## config.mk

```make
export PLATFORM = sky130hd
export DESIGN_NAME = matrix_cfg_loader
export DESIGN_NICKNAME = d
export VERILOG_FILES = /design/src/rtl/matrix_cfg_pkg.sv /design/src/rtl/cfg_word_check.sv /design/src/rtl/matrix_cfg_loader.sv
export SDC_FILE = /design/constraint.sdc
export NUM_CORES = 1
export LEC_CHECK = 0
export CORE_MARGIN = 2
export CORE_UTILIZATION = 45
export DETAILED_ROUTE_END_ITERATION = 8
export PLACE_DENSITY = 0.66
export RECOVER_POWER = 100
export SLEW_MARGIN = 20
export SYNTH_ARGS = -nofsm -noshare
export SYNTH_HDL_FRONTEND = slang
export SYNTH_SLANG_ARGS = --single-unit
```

## constraint.sdc

```tcl
create_clock -name clk -period 23.3 [get_ports clk]
set_input_delay 2.33 -clock clk [delete_from_list [all_inputs] [get_ports clk]]
set_output_delay 2.33 -clock clk [all_outputs]
set_load 0.03 [all_outputs]
```

## src/rtl/matrix_cfg_pkg.sv

```systemverilog
// matrix_cfg_pkg: shared constants and types for the switch-box configuration loader.
// Rev 1.0
`default_nettype none

package matrix_cfg_pkg;

    localparam logic [7:0] SYNC_WORD = 8'hA5;
    localparam int         N_TB      = 5;
    localparam int         N_LR      = 4;
    localparam int         W         = 6;
    localparam int         N_WORDS   = 18;
    localparam int         CKSUM_W   = 6;

    localparam logic [2:0] SIDE_NONE   = 3'd0;
    localparam logic [2:0] SIDE_TOP    = 3'd1;
    localparam logic [2:0] SIDE_RIGHT  = 3'd2;
    localparam logic [2:0] SIDE_BOTTOM = 3'd3;
    localparam logic [2:0] SIDE_LEFT   = 3'd4;

    localparam logic [2:0] MAX_TB_IDX = 3'(N_TB - 1);
    localparam logic [2:0] MAX_LR_IDX = 3'(N_LR - 1);

    localparam logic [1:0] ERR_NONE  = 2'b00;
    localparam logic [1:0] ERR_CKSUM = 2'b01;
    localparam logic [1:0] ERR_RANGE = 2'b10;
    localparam logic [1:0] ERR_BOTH  = 2'b11;

    typedef enum logic [1:0] {
        ST_HUNT   = 2'd0,
        ST_LOAD   = 2'd1,
        ST_CHECK  = 2'd2,
        ST_COMMIT = 2'd3
    } state_e;

endpackage

`default_nettype wire

```

## src/rtl/cfg_word_check.sv

```systemverilog
// cfg_word_check: flags a routing-select word whose pin index exceeds its side's pin count.
// Rev 1.0
`default_nettype none

module cfg_word_check
    import matrix_cfg_pkg::*;
(
    input  logic [W-1:0] word_i,
    output logic         illegal_o
);

    logic [2:0] side;
    logic [2:0] idx;

    assign side = word_i[2:0];
    assign idx  = word_i[W-1:3];

    // Codes outside 1..4 drive high-Z, so their index is irrelevant.
    always_comb begin
        illegal_o = 1'b0;
        case (side)
            SIDE_TOP, SIDE_BOTTOM: illegal_o = (idx > MAX_TB_IDX);
            SIDE_RIGHT, SIDE_LEFT: illegal_o = (idx > MAX_LR_IDX);
            default:               illegal_o = 1'b0;
        endcase
    end

endmodule

`default_nettype wire

```

## src/rtl/matrix_cfg_loader.sv

```systemverilog
// matrix_cfg_loader: framed bit-serial loader that validates and atomically commits 18 route selects.
// Rev 1.0
`default_nettype none

module matrix_cfg_loader
    import matrix_cfg_pkg::*;
(
    input  logic              clk,
    input  logic              rst,
    input  logic              cfg_bit_i,
    input  logic              cfg_valid_i,
    output logic              cfg_ready_o,
    output logic [N_TB*W-1:0] cfg_top_o,
    output logic [N_TB*W-1:0] cfg_bottom_o,
    output logic [N_LR*W-1:0] cfg_left_o,
    output logic [N_LR*W-1:0] cfg_right_o,
    output logic              cfg_busy_o,
    output logic              cfg_done_o,
    output logic              cfg_err_o,
    output logic [1:0]        err_code_o
);

    state_e       state_q;
    logic [7:0]   sync_q;
    logic [2:0]   bit_cnt_q;
    logic [4:0]   word_cnt_q;
    logic [W-1:0] word_q;
    logic [W-1:0] xor_q;
    logic         range_q;
    logic [W-1:0] shadow_q [N_WORDS];
    logic [W-1:0] active_q [N_WORDS];
    logic         done_q;
    logic         err_q;
    logic [1:0]   err_code_q;

    logic         accept;
    logic [7:0]   sync_d;
    logic [W-1:0] word_d;
    logic         word_illegal;

    assign cfg_ready_o = (state_q != ST_COMMIT);
    assign cfg_busy_o  = (state_q != ST_HUNT);
    assign accept      = cfg_valid_i && cfg_ready_o;
    assign sync_d      = {sync_q[6:0], cfg_bit_i};
    assign word_d      = {word_q[W-2:0], cfg_bit_i};

    cfg_word_check u_word_check (
        .word_i    (word_d),
        .illegal_o (word_illegal)
    );

    always_ff @(posedge clk or posedge rst) begin
        if (rst) begin
            state_q    <= ST_HUNT;
            sync_q     <= '0;
            bit_cnt_q  <= '0;
            word_cnt_q <= '0;
            word_q     <= '0;
            xor_q      <= '0;
            range_q    <= 1'b0;
            done_q     <= 1'b0;
            err_q      <= 1'b0;
            err_code_q <= ERR_NONE;
            for (int i = 0; i < N_WORDS; i++) begin
                shadow_q[i] <= '0;
                active_q[i] <= '0;
            end
        end else begin
            done_q <= 1'b0;
            err_q  <= 1'b0;
            case (state_q)
                ST_HUNT: begin
                    if (accept) begin
                        sync_q <= sync_d;
                        // Clearing the pattern keeps stale bits from forming a false match next hunt.
                        if (sync_d == SYNC_WORD) begin
                            state_q    <= ST_LOAD;
                            sync_q     <= '0;
                            bit_cnt_q  <= '0;
                            word_cnt_q <= '0;
                            xor_q      <= '0;
                            range_q    <= 1'b0;
                        end
                    end
                end
                ST_LOAD: begin
                    if (accept) begin
                        word_q <= word_d;
                        if (bit_cnt_q == 3'(W - 1)) begin
                            bit_cnt_q            <= '0;
                            shadow_q[word_cnt_q] <= word_d;
                            xor_q                <= xor_q ^ word_d;
                            range_q              <= range_q | word_illegal;
                            if (word_cnt_q == 5'(N_WORDS - 1)) begin
                                state_q <= ST_CHECK;
                            end else begin
                                word_cnt_q <= word_cnt_q + 5'd1;
                            end
                        end else begin
                            bit_cnt_q <= bit_cnt_q + 3'd1;
                        end
                    end
                end
                ST_CHECK: begin
                    if (accept) begin
                        word_q <= word_d;
                        if (bit_cnt_q == 3'(CKSUM_W - 1)) begin
                            bit_cnt_q <= '0;
                            state_q   <= ST_COMMIT;
                        end else begin
                            bit_cnt_q <= bit_cnt_q + 3'd1;
                        end
                    end
                end
                ST_COMMIT: begin
                    if ((word_q == xor_q) && !range_q) begin
                        for (int i = 0; i < N_WORDS; i++) begin
                            active_q[i] <= shadow_q[i];
                        end
                        done_q     <= 1'b1;
                        err_code_q <= ERR_NONE;
                    end else begin
                        err_q      <= 1'b1;
                        err_code_q <= {range_q, (word_q != xor_q)};
                    end
                    state_q <= ST_HUNT;
                end
                default: state_q <= ST_HUNT;
            endcase
        end
    end

    assign cfg_done_o = done_q;
    assign cfg_err_o  = err_q;
    assign err_code_o = err_code_q;

    for (genvar i = 0; i < N_TB; i++) begin : g_tb_out
        assign cfg_top_o[i*W +: W]    = active_q[i];
        assign cfg_bottom_o[i*W +: W] = active_q[N_TB + i];
    end

    for (genvar i = 0; i < N_LR; i++) begin : g_lr_out
        assign cfg_left_o[i*W +: W]  = active_q[2*N_TB + i];
        assign cfg_right_o[i*W +: W] = active_q[2*N_TB + N_LR + i];
    end

endmodule

`default_nettype wire
```

==> results.json <==
{
  "worst_slack_ps": 14410,
  "cp_cell_sequence": "dlygate4sd3_1 -> clkinvlp_2 -> clkbuf_1",
  "worst_path_max_delay_cell": "clkbuf_1",
  "fin_util_pct": 55.6,
  "arrival_ps": 8650,
  "grt_setup_unrepaired": "no",
  "worstSetupStartpointType": "primary input",
  "power_density_nw_per_um2": 94.1,
  "violations": "capacitance limit, slew limit",
  "final_cell_area_um2": 12200,
  "post_route_cells_drive_above_1_share_pct": 34.0,
  "seq_area_frac_synth_pct": 62.1,
  "syn_to_final_growth_pct": 20.8,
  "start_util_pct": 46.0,
  "antenna_found_initial": 0,
  "dp.cells": 1027,
  "grtUsageTotal_pct": 17.5,
  "clk_pin_slew_ps": 60,
  "worstSkewPairLatency_ps": 530,
  "via_per_inst": 5.35,
  "rows": 54,
  "worstHoldPathType": "flop to flop",
  "gp_congestion": 0.749,
  "crit_fanout": 117,
  "crit_family": "buffers and inverters",
  "max_freq_ghz": 0.112,
  "synth_common_cells": "dfrtp_1, mux2_2, inv_1",
  "grt_first_pass_wirelength_um": 33700,
  "post-synth-top-count-cell": "dfrtp_1",
  "yosysTopAreaCell": "dfrtp_1",
  "dr.pass1.iters": 4,
  "cts-resized-gates": 0,
  "ys_ff_latch": 250,
  "die-width_um": 154,
  "placed_area_um2": 11500,
  "drc": 0,
  "fin_skew_ps": 16.5,
  "vias": 5740,
  "synthFlopType": "dfrtp_1",
  "htree_levels": 1,
  "syn_inst": 654,
  "p_leak_nw": 6.30,
  "synth_top_area_share_pct": 62.1,
  "hold_buffers": 0,
  "grt_max_degree": 118,
  "relSlewSlack_pct": -238,
  "worst-endpoint-required_ps": 23060,
  "finalPower_mw": 1.15,
  "clockBufferDepth": 3,
  "setup_viol": 0,
  "nNetsFinal": 788,
  "ant_nets": 0,
  "synth-edff-count": 0,
  "yosys-top-cells-area": "dfrtp_1, mux2_2, nand3_4, ha_1, mux2_4",
  "tritoncts": "yes",
  "core_um2": 21900,
  "cts_buffers": 26,
  "cts_sinks": 250,
  "period_share_pct": 38.2,
  "report.final.slew_viol_count": 389,
  "crit_buf_inv": 3,
  "drv_cap": 6,
  "post-dp-hpwl_um": 12900,
  "final_cells": 1072,
  "setup_tns_ps": 0,
  "status": "finished, violations left",
  "numPortBuffers": 117,
  "ir_worst_vdd_mv": 0.0582,
  "hold_violations": 0,
  "pre_cts_slack_ps": 18010,
  "wl_per_cell_um": 18.9,
  "grt_pass1_vias": 6302,
  "period_needed_ps": 8890,
  "die_area_um2": 23600,
  "wirelength_um": 20300,
  "async_reset_ff_share_pct": 100,
  "clockRootBuffer": "clkbuf_16",
  "syn_area_um2": 10100,
  "yosys_warnings": 0,
  "post_cts_buffers": 0,
  "synth_nets": 667,
  "die_h_um": 154,
  "worst-setup-path-type": "primary input to async pin",
  "holdWs_ps": 495,
  "cp-end-kind": "async pin",
  "synth_cell_type_count": 49,
  "critPathMaxStageDelay_ps": 2800,
  "syn_avg_cell_area_um2": 15.4,
  "drt_iter0_markers": 199,
  "grt-ovfl-total": 0,
  "max_slew.worst_pin.slew_ps": 5040,
  "diodes": 0,
  "ios": 118
}
-- report_power, final --
group          internal (mW)  switching [mW]  leakage [nW]
clock                  0.248           0.159         0.412
combinational         0.0899           0.133          2.46
sequential             0.480          0.0374          3.43
-- path summary, 6_finish.rpt --
| path | startpoint | end | slack (ps) | cells past startpoint |
|---|---|---|---|---|
| max | rst | err_code_o[1] | 14410 | 3 |
| min | shadow_q[59] | shadow_q[59] | 500 | 1 |
| max reg2reg | word_q[4] | cfg_bottom_o[27] | 16650 | 6 |
| min reg2reg | shadow_q[59] | shadow_q[59] | 500 | 1 |
| max in group clk | word_q[4] | cfg_bottom_o[27] | 16650 | 6 |
| min in group asynchronous | rst | shadow_q[68] | 3790 | 2 |
-- layer usage --
layer	vias to the layer above	GRT usage, %	wire length [um]
met5	-	0	0
met4	0	4.94	361
met3	32	2.20	644
met2	107	30.0	10400
met1	3034	23.5	8920
li1	2567	-	-
-- logic make-up (layout without fill, tap and decap cells) --
group | after synthesis | after routing | share of synthesized area, %
flops | 250 | 250 | 62.1
mux | 229 | 229 | 25.8
simple gates | 63 | 63 | 4.84
buf+inv | 52 | 190 | 2.36
compound gates | 44 | 44 | 3.22
fa+ha+maj | 9 | 9 | 1.12
xor+xnor | 7 | 7 | 0.608
-- cell type report --
| class | instances | area, um2 |
|---|---|---|
| Clock buffer | 37 | 723 |
| Clock inverter | 8 | 115 |
| Fill cell | 1825 | 9720 |
| Inverter | 18 | 68.8 |
| Multi-Input combinational cell | 352 | 3430 |
| Sequential cell | 250 | 6260 |
| Tap cell | 280 | 350 |
| Timing Repair Buffer | 127 | 1230 |
-- cells in the final DEF (no fill, tap or decap), types with 6 or more instances in the layout --
cell type        n
nand3_1         21
o21ai_0          9
clkbuf_1        14
dfrtp_1        250
inv_1           17
a31oi_1          7
clkbuf_16       27
ha_1             9
dlygate4sd3_1  117
a22o_1           6
nand2b_1         6
mux2_1           9
mux2_2         218
nand2_1          9
xnor2_1          7
nor2_1           8
-- registers in the layout, indices dropped and copies added (netlist names), 6 cells and up --
register / cells
shadow_q: 108
cfg_bottom_o: 30
word_q: 6
xor_q: 6
cfg_top_o: 30
sync_q: 7
cfg_left_o: 24
cfg_right_o: 24
-- worst reg2reg max path, cell delays in order (launching register included) --
cell and delay (ps):
dfrtp_1 910, xnor2_1 200, nand2_1 110, nor4_1 260, clkbuf_1 1930, clkbuf_1 2540, mux2_2 580
Power figures use the tool's default switching activity.
==> RTL edit 1: new RTL, same settings <==
Re-encode `state_e` (4 states) as one-hot, 4 bits wide.
--- a/src/rtl/matrix_cfg_pkg.sv
+++ b/src/rtl/matrix_cfg_pkg.sv
@@ -25,11 +25,11 @@
     localparam logic [1:0] ERR_RANGE = 2'b10;
     localparam logic [1:0] ERR_BOTH  = 2'b11;
 
-    typedef enum logic [1:0] {
-        ST_HUNT   = 2'd0,
-        ST_LOAD   = 2'd1,
-        ST_CHECK  = 2'd2,
-        ST_COMMIT = 2'd3
+    typedef enum logic [3:0] {
+        ST_HUNT   = 4'b0001,
+        ST_LOAD   = 4'b0010,
+        ST_CHECK  = 4'b0100,
+        ST_COMMIT = 4'b1000
     } state_e;
 
 endpackage
Behaviour: no difference found for any inputs over 10 cycles, from zero or initial values and one cycle with rst high; not proved beyond that.
==> RTL edit 1 against the unedited design <==
  * The run still ends with max-capacitance violations, max-slew violations left
  * Final area grew 0.68%
  * Fmax is 22% lower
  * Register-to-register slack improved by 0.55 ns
  * Area after synthesis is 0.66% lower
  * Sequential cell count rose by 2
  * Wire length grew 2.7%
  * Worst setup slack worse by 2.6 ns
Power is not compared: it rests on default switching activity, and its combinational part moved more than twofold at a synthesized area within 25%.
==> RTL edit 1: results (changes against the unedited design) <==
outcome:
  status: "finished, violations left"  # unchanged
  violations: "max-capacitance violations, max-slew violations"  # unchanged
detailed_routing:
  wl_met3_um: 852  # was 644 um
  met2_length_mm: 10.7  # was 10.4 mm
  vias: 5758  # was 5740
global_route:
  grt_pass1_wl_mm: 33.8  # was 33.7 mm
  grt_usage: 0.179  # was 0.175
  grt_pass1_vias: 6246  # was 6302
  use_met1: 0.235  # about the same
  use_met2: 0.310  # was 0.300
setup_path:
  path_max_fanout: 106  # was 117
  cp.arrival_ns: 11.14  # was 8.65 ns
timing:
  tightest_slew_ns: 4.58  # was 5.04 ns
  maxSlewViolCount: 369  # was 389
  skew_ns: 0.0127  # was 0.0165 ns
layout:
  nets: 795  # was 788
  drive_gt1_frac: 0.335  # was 0.340
  stdcell_count: 1084  # was 1072
placement:
  dp_hpwl_mm: 13.2  # was 12.9 mm
  placed_cell_area_sq_mm: 0.0114  # was 0.0115 sq mm
  gp_congestion: 0.789  # was 0.749
clock_network:
  numCtsBuffers: 25  # was 26
job:
  cap_violations: 5  # was 6
logic_synthesis:
  synth.avg_cell_area_sq_um: 15.0  # was 15.4 sq um
  ys_types: 43  # was 49
  synth_common_cells: "251 x dfrtp_1, 218 x mux2_2, 24 x nor2_1, 23 x nand2_1, 20 x clkbuf_1"  # was 250 x dfrtp_1, 220 x mux2_2, 18 x inv_1, 15 x buf_2, 14 x clkbuf_1
==> RTL edit 1: area by class of cell <==
type / instances / area [sq um]
flip-flops and latches: 252 / 6310
fillers: 1743 / 9570
repair buffers: 125 / 1220
multi-input cells: 373 / 3470
clock buffers: 31 / 698
clock inverters: 13 / 178
well taps: 280 / 350
inverters: 10 / 38.8
==> RTL edit 1: logic make-up after synthesis <==
family,count (synthesis),share of synthesized area
DFF,252,0.630
muxes,235,0.267
and+or+nand+nor,92,0.0497
buffers and inverters,43,0.0204
AOI/OAI and AO/OA,34,0.0214
xor gates and xnor gates,8,0.00700
adders and majority gates,4,0.00500
==> RTL edit 1: power by group through the flow <==
stage                     Combinational [mW]  Sequential, mW  Clock, mW
final                                 0.0347           0.454      0.420
after CTS                             0.0363           0.454      0.432
after global routing                  0.0392           0.455      0.452
after floorplan                       0.0263           0.459          0
after global placement                0.0330           0.460          0
after detailed placement              0.0359           0.462          0
==> RTL edit 1: path summary, 6_finish.rpt <==
kind	startpoint	to	slack, ns	cells past startpoint
worst max register to register	word_q[4]$_DFFE_PP0P_	cfg_left_o[20]$_DFFE_PP0P_	17.20	5
min in group asynchronous	rst	cfg_top_o[10]$_DFFE_PP0P_	3.67	2
worst max-delay path	rst	shadow_q[0]$_DFFE_PP0P_	11.85	4
worst min-delay path	shadow_q[0]$_DFFE_PP0P_	cfg_right_o[18]$_DFFE_PP0P_	0.49	1
worst min register to register	shadow_q[0]$_DFFE_PP0P_	cfg_right_o[18]$_DFFE_PP0P_	0.49	1
max in group clk	word_q[4]$_DFFE_PP0P_	cfg_left_o[20]$_DFFE_PP0P_	17.20	5
==> RTL edit 1: critical path: cells and delay by family <==
family	cells	cell delay [ns]
buffers and inverters	4	8.67
==> RTL edit 2: new RTL, config.mk and constraints unchanged <==
Without the edit above. Set the package constant `N_WORDS` to 36 (it was 18).
--- a/src/rtl/matrix_cfg_pkg.sv
+++ b/src/rtl/matrix_cfg_pkg.sv
@@ -8,7 +8,7 @@
     localparam int         N_TB      = 5;
     localparam int         N_LR      = 4;
     localparam int         W         = 6;
-    localparam int         N_WORDS   = 18;
+    localparam int         N_WORDS   = 36;
     localparam int         CKSUM_W   = 6;
 
     localparam logic [2:0] SIDE_NONE   = 3'd0;
Function: no difference found for any inputs over 10 cycles, from zero or initial values and one cycle with rst high; that may be too few to reach the edited logic, so the function may still have changed.
==> RTL edit 2 against the unedited design <==
  * The run still ends with max-capacitance violations, max-slew violations left
  * Area after synthesis decreased by 1.0%
  * Via count increased by 0.57%
  * Final area about the same
  * Worst setup slack got worse by 2.2 ns
  * Sequential power decreased by 5.6%
  * First-iteration DRC count increased by 52%
  * Clock skew increased by 0.0021 ns
  * Wire length increased by 2.1%
  * Total power decreased by 5.0%
  * Sequential cell count unchanged
  * Non-clock buffer count decreased by 2
  * Synthesized cell count increased by 0.92%
==> RTL edit 2: results (changes against the unedited design) <==
layout:
  nets: 794  # was 788
  fillers: 1780  # was 1825
  utilization: 0.558  # was 0.556
  drive_gt1_frac: 0.330  # was 0.340
outcome:
  status: "finished, violations left"  # unchanged
  violations: "max-capacitance violations, max-slew violations"  # unchanged
timing:
  slew_headroom: -2.49  # was -2.38
  maxSlewViolCount: 380  # was 389
  skew_ns: 0.0186  # was 0.0165 ns
detailed_routing:
  vias: 5773  # was 5740
  drt-total-wl_mm: 20.7  # was 20.3 mm
  drt_iter0_markers: 302  # was 199
global_route:
  grt_pass1_wl_mm: 33.9  # was 33.7 mm
  grt_usage: 0.180  # was 0.175
  grt_max_degree: 123  # was 118
pwr:
  peakVddDrop_v: 0.0000478  # was 0.0000582 V
  powerClk_uw: 415  # was 406 uW
  p_seq_frac: 0.448  # was 0.451
placement:
  placed_cell_area_sq_mm: 0.0114  # was 0.0115 sq mm
  dp_hpwl_mm: 13.1  # was 12.9 mm
  gp_congestion: 0.815  # was 0.749
min_path:
  worst_hold_startpoint: "shadow_q[118]$_DFFE_PP0P_"  # was shadow_q[59]$_DFFE_PP0P_
setup_path:
  slowest_delay_ns: 2.89  # was 2.80 ns
  cp-endpoint: "shadow_q[136]$_DFFE_PP0P_"  # was err_code_o[1]$_DFFE_PP0P_
logic_synthesis:
  netlist_top_cells_area: "dfrtp_1 63%, mux2_2 25%, ha_1 1.1%"  # was dfrtp_1 62%, mux2_2 25%, nand3_4 1.6%
  synth_common_cells: "250 x dfrtp_1, 225 x mux2_2, 19 x nand2_1, 17 x clkbuf_1, 15 x nor2_1"  # was 250 x dfrtp_1, 220 x mux2_2, 18 x inv_1, 15 x buf_2, 14 x clkbuf_1
  syn-num-nets: 673  # was 667
job:
  cap_violations: 7  # was 6
## RTL edit 2: cell types whose count changed in the layout (fill, tap and decap cells not counted), sizes merged, moves of 4 or more
cell / delta
nor2: +11
nand3: -15
a22o: -5
nand2: +10
o21ai: +5
inv: -6
a31o: -5
or4: +5
clkinv: -4
a31oi: -5
o31ai: +11
## RTL edit 2: through the flow
| step | std cells | hold WS, ns | power (mW) |
|---|---|---|---|
| final | 1079 | 0.483 | 1.09 |
| after global routing | 1079 | 0.517 | 1.14 |
| after CTS | 1079 | 0.500 | 1.11 |
| after detailed placement | 1033 | 0.486 | 0.688 |
| after global placement | 1033 | 0.472 | 0.678 |
| after floorplan | 660 | 0.452 | 0.622 |
## RTL edit 2: metal layers
layer  wire, um  vias up  part of all wire  GRT usage
li1           -     2580                 -          -
met1       9010     3033              0.43      0.247
met2      10300      130              0.49      0.295
met3       1060       30             0.051     0.0335
met4        411        0             0.020     0.0542
met5          0        -                 0          0
## RTL edit 2: logic make-up (layout without fill, tap and decap cells)
logic type / after synthesis / count (layout) / synth area share
AO/OA/AOI/OAI: 41 / 41 / 0.0272
XOR/XNOR: 6 / 6 / 0.00527
adder cells (fa/ha/maj): 9 / 9 / 0.0113
buffers and inverters: 44 / 183 / 0.0189
flip-flops: 250 / 250 / 0.627
multiplexers: 228 / 228 / 0.257
AND/OR/NAND/NOR: 82 / 82 / 0.0529
## RTL edit 2: layout make-up
cell class                 instances  share of cell area
clock buffer                      41              0.0623
clock inverter                     5             0.00843
inverter                          12             0.00380
multi-input combinational        366               0.283
sequential                       250               0.514
tap                              280              0.0288
timing repair buffer             125              0.0999
